===== src/rtl/ring_out_arbiter.sv =====
// One-direction ring output arbiter: through-traffic vs. PE injection, VC time-multiplexed by polarity.
// Define RING_ARB_RR_EN for per-VC round-robin; otherwise ring always beats PE.
module ring_out_arbiter #(
   parameter int DW = 64
) (
   input  logic          i_clk,
   input  logic          i_reset,
   output logic          o_polarity,
   input  logic [1:0]    i_ring_req,
   input  logic [DW-1:0] i_ring_d0,
   input  logic [DW-1:0] i_ring_d1,
   input  logic [1:0]    i_pe_req,
   input  logic [DW-1:0] i_pe_d0,
   input  logic [DW-1:0] i_pe_d1,
   output logic [1:0]    o_ring_gnt,
   output logic [1:0]    o_pe_gnt,
   output logic          o_so,
   input  logic          i_ri,
   output logic [DW-1:0] o_do,
   output logic [15:0]   o_sent_cnt
);

   logic          r_pol;
   logic          r_so;
   logic [DW-1:0] r_do;
   logic [1:0]    r_ring_gnt;
   logic [1:0]    r_pe_gnt;
   logic [15:0]   r_sent_cnt;

   logic          w_ring_v;
   logic          w_pe_v;
   logic          w_grant;
   logic          w_pick_pe;
   logic [DW-1:0] w_ring_d;
   logic [DW-1:0] w_pe_d;

`ifdef RING_ARB_RR_EN
   // r_last[v]: previous VC v winner, 0 = ring, 1 = PE
   logic [1:0]    r_last;
`endif

   always_comb begin
      w_ring_v = i_ring_req[r_pol];
      w_pe_v   = i_pe_req[r_pol];
      w_ring_d = r_pol ? i_ring_d1 : i_ring_d0;
      w_pe_d   = r_pol ? i_pe_d1 : i_pe_d0;
      w_grant  = i_ri & (w_ring_v | w_pe_v);
`ifdef RING_ARB_RR_EN
      w_pick_pe = w_pe_v & (~w_ring_v | ~r_last[r_pol]);
`else
      w_pick_pe = w_pe_v & ~w_ring_v;
`endif
   end

   always_ff @(posedge i_clk or posedge i_reset) begin
      if (i_reset) begin
         r_pol      <= 1'b0;
         r_so       <= 1'b0;
         r_do       <= '0;
         r_ring_gnt <= 2'b00;
         r_pe_gnt   <= 2'b00;
         r_sent_cnt <= 16'd0;
      end else begin
         r_pol      <= ~r_pol;
         r_so       <= w_grant;
         r_ring_gnt <= 2'b00;
         r_pe_gnt   <= 2'b00;
         if (w_grant) begin
            r_do       <= w_pick_pe ? w_pe_d : w_ring_d;
            r_sent_cnt <= r_sent_cnt + 16'd1;
            if (w_pick_pe)
               r_pe_gnt[r_pol] <= 1'b1;
            else
               r_ring_gnt[r_pol] <= 1'b1;
         end
      end
   end

`ifdef RING_ARB_RR_EN
   always_ff @(posedge i_clk or posedge i_reset) begin
      if (i_reset)
         r_last <= 2'b11;
      else if (w_grant)
         r_last[r_pol] <= w_pick_pe;
   end
`endif

   assign o_polarity = r_pol;
   assign o_so       = r_so;
   assign o_do       = r_do;
   assign o_ring_gnt = r_ring_gnt;
   assign o_pe_gnt   = r_pe_gnt;
   assign o_sent_cnt = r_sent_cnt;

endmodule


===== config.mk =====
export PLATFORM = sky130hd
export DESIGN_NAME = ring_out_arbiter
export DESIGN_NICKNAME = d
export VERILOG_FILES = /design/src/rtl/ring_out_arbiter.sv
export SDC_FILE = /design/constraint.sdc
export NUM_CORES = 1
export LEC_CHECK = 0
export ABC_AREA = 0
export CORE_AREA = 4 4 132 134
export CTS_CLUSTER_SIZE = 24
export DETAILED_ROUTE_END_ITERATION = 16
export DIE_AREA = 0 0 136 138
export PLACE_DENSITY = 0.74
export SLEW_MARGIN = 30
export SYNTH_ARGS = -nofsm -noshare
export SYNTH_HDL_FRONTEND = slang
export SYNTH_SLANG_ARGS = --single-unit
export TNS_END_PERCENT = 1

===== constraint.sdc =====
create_clock -name i_clk -period 9.18 [get_ports i_clk]
set_input_delay 2.295 -clock i_clk [delete_from_list [all_inputs] [get_ports i_clk]]
set_output_delay 2.295 -clock i_clk [all_outputs]
set_load 0.05 [all_outputs]

==> flow_summary_export.csv <==
group,metric,value,unit
sta,final.setup.tns,0,ns
routing,viasPerCell,4.634,
clock_network,post-cts-setup-buffers,0,
critical_path,cp.arrival,5.03,ns
clock_network,cts-root-buf,"clkbuf_16",
synth,ys_ff_latch,86,
power_and_ir_drop,powerDensity,154.6,nW/um2
clock_network,numCtsBuffers,9,
synth,synth_top_area_frac,0.3994,
layout,final_util,0.5663,
synth,syn-mean-instance-area,10.71,um2
clock_network,insertion_delay,0.33,ns
synth,yosys-top-cells-area,"dfrtp_1 (40%), mux2i_1 (24%), mux2_2 (13%)",
routing,dr.pass1.iters,4,
critical_path,slowest_stage,"buf_4",
synth,yosysMostFrequentCell,"mux2i_1",
sta,finalSetupViolations,0,
critical_path,criticalPathCategory,"in2reg",
sta,slew_headroom,0.3703,
synth,ys.flop_type,"dfrtp_1",
layout,fin_cells,1056,
clock_network,clockBufferDepth,2,
power_and_ir_drop,total_power,1426,uW
critical_path,cp.required,9.43,ns
routing,wirelength,19.01,mm
routing,drc,0,
layout,nNetsFinal,1095,
power_and_ir_drop,power_leakage,0.004011,uW
synth,ys_seq_area_frac,0.3994,
die,rows,47,
layout,final_cell_area,9225,um2
routing,vias,4893,
placement,place_inst,1040,
critical_path,path_max_fanout,75,
worst_hold_path,hp-class,"reg2reg",
die,die_w,136,um
clock_network,ctsHoldBuffers,0,
critical_path,end_kind,"flop",
clock_network,cts_tree,"built",
die,pin_count,349,
sta,tightest_slew,0.9445,ns
die,start_util,0.3307,
clock_network,clk_pin_slew,0.06,ns
layout,diodes,0,
synth,async_flop_share,1.000,
sta,fin_crit_sh,0.5211,
sta,final.min_clock_period,4.783,ns
clock_network,cts_sinks,86,
grt,grt_pass1_wl,28.90,mm
layout,area_growth,71.23,%
grt,antenna_found_initial,0,
grt,grt_max_degree,76,
sta,worst_clock_skew,0.005297,ns
layout,drive_gt1_frac,0.1100,
synth,synthCells,503,
grt,grt_pass1_vias,5170,
placement,place_congestion,0.8145,
grt,grtUsageTotal,0.1957,
critical_path,worstPathCellList,"clkdlybuf4s50_1 > or3b_1 > nand3_4 > buf_4 > inv_1 > nand3_1 > xnor2_1",
run,timing.max_cap.violations,0,
die,die_area,18770,um2
synth,synth_edf_count,0,
power_and_ir_drop,ir_drop,0.08202,mV
critical_path,critPathMaxStageDelay,0.65,ns
routing,wl_per_cell,18.01,um
sta,slew_violations,0,
die,core_area,16290,um2
synth,syn_area,5388,um2
synth,ys_top_cells_by_count,"mux2i_1 (128), dfrtp_1 (86), nand2_1 (72)",
synth,synth_top_cell_by_area,"dfrtp_1",
synth,post_synth_num_cell_types,31,
die,die_h,138,um
clock_network,htreeDepth,3,
routing,detail-route-antenna-nets,0,
synth,yosysWarnings,0,
grt,overflow,0,
clock_network,cts_resized,0,
sta,hold_viol_final,0,
placement,dpl.hpwl,14.88,mm
run_status,status,"complete, no violations",
placement,portBuffers,348,
routing,drt_iter0_drc,127,
synth,synth_nets,767,
sta,fmax,0.2091,GHz
critical_path,startpoint_type,"input port",
sta,rsz0062_at_grt,"false",
placement,place_area,8962,um2
worst paths after layout:
kind,endpoint,depth (start not counted),slack (ns),start
max,o_sent_cnt[9],7,4.40,i_ring_req[1]
min,o_do[60],2,0.48,o_do[60]
max reg2reg,o_sent_cnt[9],7,5.74,o_polarity
min reg2reg,o_do[60],2,0.48,o_do[60]
max in group asynchronous,o_do[20],3,5.70,i_reset
min in group asynchronous,o_do[44],2,2.36,i_reset
critical path: cells and delay by family:
family,cells,cell delay [ns]
xor+xnor,1,0.13
buf+inv,3,1.36
simple gates,3,1.16
sequential cells by signal, summed over array words and instances, names as in the netlist:
| name | cells |
|---|---|
| o_do | 64 |
| o_pe_gnt | 2 |
| o_ring_gnt | 2 |
| o_sent_cnt | 16 |
| o_so | 1 |
| o_polarity | 1 |
per-layer routing:
metal  routed length, um  track usage  vias to the layer above
met1                7385       0.2251                     2247
met4                 244      0.05146                        0
met5                   0            0                        -
li1                    -            -                     2439
met2                9643       0.3494                      190
met3                1741      0.06068                       17
cell usage in the layout, fill, tap and decap left out, drive strengths merged, types with 3 or more instances in the layout:
cell type	synthesis	final
nand2	72	72
and3	3	3
dfrtp	86	86
mux2i	128	128
nor4	5	5
clkbuf	9	15
xor2	9	9
nor3	3	3
mux2	64	64
nand4	3	3
nand3	8	8
nor2	4	4
buf	28	6
inv	4	3
xnor2	6	6
clkdlybuf4s50	0	348
o21ai	64	64
cell type report:
| class | count | area, um2 |
|---|---|---|
| Multi-Input combinational cell | 376 | 2969 |
| Inverter | 4 | 16.27 |
| Clock buffer | 15 | 257.7 |
| Fill cell | 1481 | 7064 |
| Tap cell | 220 | 275.3 |
| Timing Repair Buffer | 354 | 3548 |
| Clock inverter | 1 | 5.005 |
| Sequential cell | 86 | 2153 |
power breakdown:
part | total (uW) | internal (uW) | switching [uW]
Clock | 334 | 191 | 143
Combinational | 608 | 265 | 343
Sequential | 484 | 437 | 47.3
logic make-up after synthesis:
| kind of cell | after synthesis | share of synthesized area |
|---|---|---|
| multiplexers | 192 | 0.3716 |
| AND/OR/NAND/NOR | 104 | 0.08546 |
| flip-flops | 86 | 0.3994 |
| AO/OA/AOI/OAI | 64 | 0.06363 |
| buffers and inverters | 41 | 0.05318 |
| XOR/XNOR | 15 | 0.02439 |
| adder cells (fa/ha/maj) | 1 | 0.002322 |
through the flow:
stage               hold slack (ns)  worst slack (ns)
floorplan                    0.7407             4.663
global placement             0.4589             4.042
detailed placement           0.4689             4.013
CTS                          0.4825             4.372
global route                 0.5018             4.165
finish                       0.4753             4.397
Power figures use the tool's default switching activity.
